File: src/rtl/serial_reader_10bit.sv
// serial_reader_10bit: accepts a parallel word over a valid/ready handshake and
// shifts it out LSB first on a one-wire link, holding each bit for
// CLKS_PER_BIT cycles, then pulses done for one cycle.
module serial_reader_10bit #(
  parameter int WIDTH        = 10,
  parameter int CLKS_PER_BIT = 1
) (
  input  logic             clk,
  input  logic             reset,
  input  logic             en,
  input  logic             din_valid,
  input  logic [WIDTH-1:0] din,
  output logic             din_ready,
  output logic             sout,
  output logic             sout_valid,
  output logic             busy,
  output logic             done
);

  localparam int BIT_W = (WIDTH > 1) ? $clog2(WIDTH) : 1;
  localparam int CLK_W = $clog2(CLKS_PER_BIT) + 1;
  localparam logic [BIT_W-1:0] BIT_LAST = BIT_W'(WIDTH - 1);
  localparam logic [CLK_W-1:0] CLK_LAST = CLK_W'(CLKS_PER_BIT - 1);

  typedef enum logic [1:0] {
    S_IDLE  = 2'd0,
    S_SHIFT = 2'd1,
    S_DONE  = 2'd2
  } state_t;

  state_t           state_q, state_d;
  logic [WIDTH-1:0] shreg_q, shreg_d;
  logic [BIT_W-1:0] bit_cnt_q, bit_cnt_d;
  logic [CLK_W-1:0] clk_cnt_q, clk_cnt_d;
  logic             sout_q, sout_d;
  logic             sout_valid_q, sout_valid_d;
  logic             busy_q, busy_d;
  logic             done_q, done_d;

  // Ready only when idle, enabled and out of reset; purely combinational.
  assign din_ready  = (state_q == S_IDLE) & en & reset;

  assign sout       = sout_q;
  assign sout_valid = sout_valid_q;
  assign busy       = busy_q;
  assign done       = done_q;

  // Next-state and next-output logic; with en low every register holds,
  // which also keeps a pending done pulse alive until en returns.
  always_comb begin
    state_d      = state_q;
    shreg_d      = shreg_q;
    bit_cnt_d    = bit_cnt_q;
    clk_cnt_d    = clk_cnt_q;
    sout_d       = sout_q;
    sout_valid_d = sout_valid_q;
    busy_d       = busy_q;
    done_d       = done_q;
    if (en) begin
      case (state_q)
        S_IDLE: begin
          sout_d       = 1'b1;
          sout_valid_d = 1'b0;
          busy_d       = 1'b0;
          done_d       = 1'b0;
          if (din_valid) begin
            // Word captured here only; the first bit appears next cycle.
            state_d      = S_SHIFT;
            shreg_d      = din;
            bit_cnt_d    = '0;
            clk_cnt_d    = '0;
            sout_d       = din[0];
            sout_valid_d = 1'b1;
            busy_d       = 1'b1;
          end
        end
        S_SHIFT: begin
          if (clk_cnt_q == CLK_LAST) begin
            clk_cnt_d = '0;
            shreg_d   = shreg_q >> 1;
            if (bit_cnt_q == BIT_LAST) begin
              // Last bit finished: bit_cnt stays at its terminal value.
              state_d      = S_DONE;
              done_d       = 1'b1;
              sout_d       = 1'b1;
              sout_valid_d = 1'b0;
            end else begin
              bit_cnt_d = bit_cnt_q + 1'b1;
              sout_d    = shreg_q[1];
            end
          end else begin
            clk_cnt_d = clk_cnt_q + 1'b1;
          end
        end
        S_DONE: begin
          state_d      = S_IDLE;
          done_d       = 1'b0;
          busy_d       = 1'b0;
          sout_d       = 1'b1;
          sout_valid_d = 1'b0;
        end
        default: begin
          state_d      = S_IDLE;
          done_d       = 1'b0;
          busy_d       = 1'b0;
          sout_d       = 1'b1;
          sout_valid_d = 1'b0;
        end
      endcase
    end
  end

  // State and registered outputs; reset aborts any word in flight.
  always_ff @(posedge clk) begin
    if (!reset) begin
      state_q      <= S_IDLE;
      shreg_q      <= '0;
      bit_cnt_q    <= '0;
      clk_cnt_q    <= '0;
      sout_q       <= 1'b1;
      sout_valid_q <= 1'b0;
      busy_q       <= 1'b0;
      done_q       <= 1'b0;
    end else begin
      state_q      <= state_d;
      shreg_q      <= shreg_d;
      bit_cnt_q    <= bit_cnt_d;
      clk_cnt_q    <= clk_cnt_d;
      sout_q       <= sout_d;
      sout_valid_q <= sout_valid_d;
      busy_q       <= busy_d;
      done_q       <= done_d;
    end
  end

endmodule
File: config.mk
export PLATFORM = sky130hd
export DESIGN_NAME = serial_reader_10bit
export DESIGN_NICKNAME = d
export VERILOG_FILES = /design/src/rtl/serial_reader_10bit.sv
export SDC_FILE = /design/constraint.sdc
export NUM_CORES = 1
export LEC_CHECK = 0
export ABC_AREA = 0
export CAP_MARGIN = 25
export CORE_MARGIN = 4
export CORE_UTILIZATION = 43
export DETAILED_ROUTE_END_ITERATION = 8
export PLACE_DENSITY = 0.72
export SKIP_CTS_REPAIR_TIMING = 1
export SLEW_MARGIN = 20
export SYNTH_ARGS = -nofsm -noshare
export SYNTH_HDL_FRONTEND = slang
export SYNTH_SLANG_ARGS = --single-unit
File: constraint.sdc
create_clock -name clk -period 1.5 [get_ports clk]
set_input_delay 0.45 -clock clk [delete_from_list [all_inputs] [get_ports clk]]
set_output_delay 0.45 -clock clk [all_outputs]
set_load 0.02 [all_outputs]
# == Word level (Yosys, flattened, before mapping) ==
# Cells that the tools add are included.
# totals
reg_bits,21
inputBits,14
output_inout_bits,5
elab_cells,54
# op_classes
addsub,2
eq_ne,6
mux,26
bitwise,3
n_reduce_logical,9
# ops
op,count
two-way mux 10 bit,2
one-hot mux 10 bit (2 select lines),1
two-way mux 4 bit,3
two-way mux 1 bit,11
inequality test 2 bit (second input constant),4
one-hot mux 1 bit (2 select lines),4
one-hot mux 4 bit (2 select lines),1
AND reduction 4 bit,2
two-way mux 2 bit,3
AND reduction 3 bit,2
AND reduction 5 bit,1
adder 4 x 1 -> 4 bit (second input constant),1
equality test 4 bit (second input constant),1
one-hot mux 2 bit (2 select lines),1
AND reduction 2 bit,2
bitwise AND 1 bit,2
equality test 2 x 1 -> 1 bit (second input constant),1
logical NOT 2 bit,1
nonzero test 2 bit,1
adder 1 bit (second input constant),1
NOT 1 bit,1

# == Longest topological paths before layout ==
# logic_depth
depth_word,4
ltp_mapped,6
mapped_depth_nobuf,6

# == Worst setup path after synthesis ==
# OpenSTA, ideal clock, no wires.
# synth_path
path_type,reg2reg
start,reg bit_cnt_q[1]
end,reg bit_cnt_q[0]
setup_time_ns,0.070
arrival_time_ns,1.422
required_ns,1.430
path_slack_ns,0.008
path_stages_with_launch,7
n_path_buf,0
period_less_slack_ns,1.492
cell_sequence,dfxtp_1 inv_1 ha_1 and3b_1 or2_2 or3_1 a21oi_1
# synth_between
elab_chain_cells,3
# synth_lines
item,line_no,text
start: declaration,33,"logic [BIT_W-1:0] bit_cnt_q, bit_cnt_d;"
start signal: assignment,127,bit_cnt_q <= bit_cnt_d;
equality test 4 bit,81,if (bit_cnt_q == BIT_LAST) begin
inequality test 2 bit (no line),-,
AND reduction 5 bit (no line),-,
# Every way passes these cells.
# A chain may end at the register's enable or synchronous reset.

# == Worst setup path after layout ==
# layout_path
start,reg state_q[1]
end,reg bit_cnt_q[1]
# layout_between
elab_chain_cells,3
word_cells_on_any_way,8
classes_between,eq/ne (4); mux (1); reduce/logical (3)
# layout_lines
item,line_no,text
start: declaration,31,"state_t state_q, state_d;"
start signal: assignment,125,state_q <= state_d;
equality test 2 x 1 -> 1 bit / logical NOT 2 bit (equally long branches),60,case (state_q)
inequality test 2 bit (no line) / nonzero test 2 bit (equally long branches),-,
AND reduction 5 bit (no line),-,
# Parallel ways exist; a longest one is shown, timed or not.

==> out/qor.tcl <==
set qor(drt-vias-per-instance) 5.10
set qor(holdCritStartpoint) {sout}
set qor(synth-seq-cells) 19
set qor(reg2reg_from) {state_q[1]}
set qor(timing_hold_violations_final) 0
set qor(count_of_pins_on_the_block_boundary) 19
set qor(initial_core_util_pct) 44.8
set qor(grt_max_degree) 17
set qor(slew_violations) 0
set qor(cts.htree.levels) 1
set qor(rr_endpoint) {bit_cnt_q[1]}
set qor(synthesis.yosys.warnings) 0
set qor(syn_nets) 113
set qor(violations) {setup timing}
set qor(detailedRoute.firstPassIterationCount) 4
set qor(clk_latency_worst_skew_pair_ns) 0.31
set qor(final_period_minus_worst_setup_slack_ns) 1.55
set qor(die_w_um) 53.0
set qor(antenna_cells) 0
set qor(cp_data_arrival_time_ns) 1.79
set qor(most-common-layout-cells) {sky130_fd_sc_hd__buf_4, sky130_fd_sc_hd__dfxtp_1, sky130_fd_sc_hd__nor2_1}
set qor(max_freq_mhz) 646
set qor(hp-class) {register to register}
set qor(grt_first_pass_wirelength_mm) 3.26
set qor(clk_transition_reported_paths_ns) 0.11
set qor(synth_simple_gate_area_share_pct) 24.0
set qor(grt.total_usage_pct) 16.1
set qor(core_area_um2) 1940
set qor(drc) 0
set qor(report.power.total_mw) 1.08
set qor(cts-root-to-sink-buffers) 2
set qor(power-per-cell-area_nw_per_um2) 795
set qor(clock_tree.root_cell) {sky130_fd_sc_hd__clkbuf_4}
set qor(layout_worst_path_cycle_share_pct) 103
set qor(row_count) 16
set qor(die_h_um) 53.0
set qor(ff2ff_path_depth) 5
set qor(grt_setup_unrepaired) {true}
set qor(hold_path_end) {sout}
set qor(intPower_mw) 0.780
set qor(synthMuxAreaShare_pct) 9.21
set qor(slew-limit-headroom_pct) 81.8
set qor(synth_xor_area_share_pct) 2.01
set qor(multi_input_comb_area_um2) 505
set qor(cpPeakStageDelay_ns) 0.54
set qor(route.detailed.wl_per_inst_um) 13.6
set qor(final_common_cell) {sky130_fd_sc_hd__buf_4}
set qor(power_frac_clock_pct) 25.1
set qor(p_sw_mw) 0.299
set qor(power_frac_seq_pct) 50.8
set qor(drive_gt1_share_pct) 32.1
set qor(critical_path_required_ns) 1.74
set qor(switching_share_pct) 27.7
set qor(max-vdd-ir-drop_v) 0.000540
set qor(placedCellCount) 156
set qor(placement.io_buffers) 18
set qor(post-place-ws_ns) -0.652
set qor(drtIter0Drc) 14
set qor(area_growth_pct) 56.3
set qor(route.vias.total) 851
set qor(power_frac_comb_pct) 24.1
set qor(crit_type) {register to register}
set qor(transition_time_at_the_pin_with_the_least_slew_margin_ns) 0.271
set qor(cp-start-kind) {register}
set qor(post_synth_inst_count) 97
set qor(total_overflow_reported_by_the_global_router) 0
set qor(drv_cap) 0
set qor(minimum_setup_slack_among_reg_to_reg_paths_ns) -0.05
set qor(run_status) {finished, violations left}
set qor(path_max_fanout) 3
set qor(dieArea_um2) 2810
set qor(synth-adder-area-share_pct) 2.88
set qor(slowest_stage) {sky130_fd_sc_hd__or4_4}
set qor(fin_skew_ns) 0.00316
set qor(finalSetupViolCount) 2
set qor(largest_family_of_logic_cells_by_synthesized_area) {simple AND/OR/NAND/NOR gates}
set qor(place.gp.congestion) 0.764
set qor(tritoncts) {yes}
set qor(nFillCells) 157
set qor(drt-total-wl_mm) 2.27
set qor(crit_path_cell_trace) {buf_6, nand2b_4, or2_4, or4_4, a21oi_2}
set qor(cts-buffers-inserted) 3
set qor(synth.lib_cells_used.distinct) 28
set qor(antenna_found_initial) 0
set qor(avgSynthCellArea_um2) 8.96
set qor(cellLeakagePower_nw) 0.658
set qor(synth_compound_area_share_pct) 14.8
set qor(synth_sequential_area_ratio_pct) 43.7
set qor(first_global_vias) 793
set qor(setup_ws_ns) -0.0488
set qor(place_hpwl_mm) 1.53
set qor(final-seq-area_um2) 383
set qor(cell_area_synth_um2) 870
set qor(setup.worst_path.end_class) {register}
set qor(hold_depth) 2
set qor(antenna_violating_nets_post_route) 0
set qor(cts_sinks) 19
set qor(final_nets) 157
set qor(layoutNonFillerInstCount) 167
cell type report:
cell class | count | area share, %
inverters | 3 | 0.829
well taps | 27 | 2.49
clock buffers | 4 | 1.93
flip-flops and latches | 19 | 28.2
multi-input cells | 71 | 37.2
repair buffers | 43 | 29.4
stage by stage:
step	cell area [um^2]	hold WS [ns]	setup TNS [ns]	utilization (%)
finish	1360	0.484	-0.0796	70.0
global route	1360	0.498	-0.186	70.0
CTS	1230	0.489	-3.64	63.2
detailed placement	1200	0.458	-7.07	61.9
global placement	1200	0.463	-6.57	61.9
floorplan	870	0.465	0	-
synth_stat cells:
cell | number | share of area (%)
sky130_fd_sc_hd__nand2b_1 | 3 | 2.2
sky130_fd_sc_hd__xnor2_1 | 2 | 2.0
sky130_fd_sc_hd__or4_1 | 1 | 0.86
sky130_fd_sc_hd__ha_1 | 2 | 2.9
sky130_fd_sc_hd__a22oi_1 | 1 | 0.86
sky130_fd_sc_hd__and4b_1 | 1 | 1.2
sky130_fd_sc_hd__mux2i_1 | 8 | 9.2
sky130_fd_sc_hd__or2_2 | 1 | 0.72
sky130_fd_sc_hd__a211oi_1 | 8 | 6.9
sky130_fd_sc_hd__nor4_1 | 1 | 0.72
sky130_fd_sc_hd__nand3_1 | 3 | 1.7
sky130_fd_sc_hd__o21ai_0 | 3 | 1.7
sky130_fd_sc_hd__and3b_1 | 1 | 1.0
sky130_fd_sc_hd__buf_2 | 2 | 1.2
sky130_fd_sc_hd__a31oi_1 | 2 | 1.4
sky130_fd_sc_hd__o221ai_1 | 1 | 1.0
sky130_fd_sc_hd__dfxtp_1 | 19 | 44
sky130_fd_sc_hd__inv_1 | 3 | 1.3
sky130_fd_sc_hd__clkbuf_1 | 2 | 0.86
sky130_fd_sc_hd__or3_1 | 1 | 0.72
sky130_fd_sc_hd__and3_1 | 2 | 1.4
sky130_fd_sc_hd__nand2_1 | 4 | 1.7
sky130_fd_sc_hd__or2b_1 | 2 | 1.7
sky130_fd_sc_hd__nor2_1 | 16 | 6.9
sky130_fd_sc_hd__nor3_1 | 1 | 0.57
sky130_fd_sc_hd__nand2b_4 | 1 | 1.6
sky130_fd_sc_hd__or2_4 | 1 | 1.0
sky130_fd_sc_hd__a21oi_1 | 5 | 2.9
cells by family (layout without fill, tap and decap cells):
family	Yosys count	count (layout)
adder cells (fa/ha/maj)	2	2
XOR/XNOR	2	2
flip-flops	19	19
AND/OR/NAND/NOR	39	39
AO/OA/AOI/OAI	20	20
multiplexers	8	8
buffers and inverters	7	50
layer usage:
metal	part of all wire, %	GRT usage (%)	wire (um)	vias to the layer above
li1	-	-	-	427
met1	42	17.3	960	399
met2	52	29.3	1170	20
met3	3.8	1.97	86	5
met4	2.3	10.2	52	0
met5	0	0	0	-
power groups by stage:
stage / sequential (mW) / clock [mW] / combinational, mW
finish: 0.548 / 0.271 / 0.260
global route: 0.552 / 0.303 / 0.283
CTS: 0.548 / 0.271 / 0.231
detailed placement: 0.560 / 0 / 0.230
global placement: 0.559 / 0 / 0.223
floorplan: 0.565 / 0 / 0.110
critical path, delay by kind of cell (launching register included):
| family | cells | cell delay, ns |
|---|---|---|
| and+or+nand+nor | 3 | 0.90 |
| DFF | 1 | 0.34 |
| AOI/OAI and AO/OA | 1 | 0.13 |
| buffers and inverters | 1 | 0.11 |
registers in the layout (all words and copies together), names as in the netlist:
| name | count |
|---|---|
| sout_valid | 1 |
| bit_cnt_q | 4 |
| shreg_q | 9 |
| busy | 1 |
| done | 1 |
| sout | 1 |
| state_q | 2 |
worst max-delay path by stage:
stage / startpoint / cells past startpoint / end / slack [ns]
after global placement: reset / 3 / din_ready / -0.61
after detailed placement: reset / 3 / din_ready / -0.65
after CTS: reset / 3 / din_ready / -0.66
final: state_q[1] / 5 / bit_cnt_q[1] / -0.05
after floorplan: bit_cnt_q[1] / 6 / bit_cnt_q[0] / 0.008
after global routing: state_q[1] / 3 / din_ready / -0.09
No activity file was read; power rests on OpenSTA's default activity.
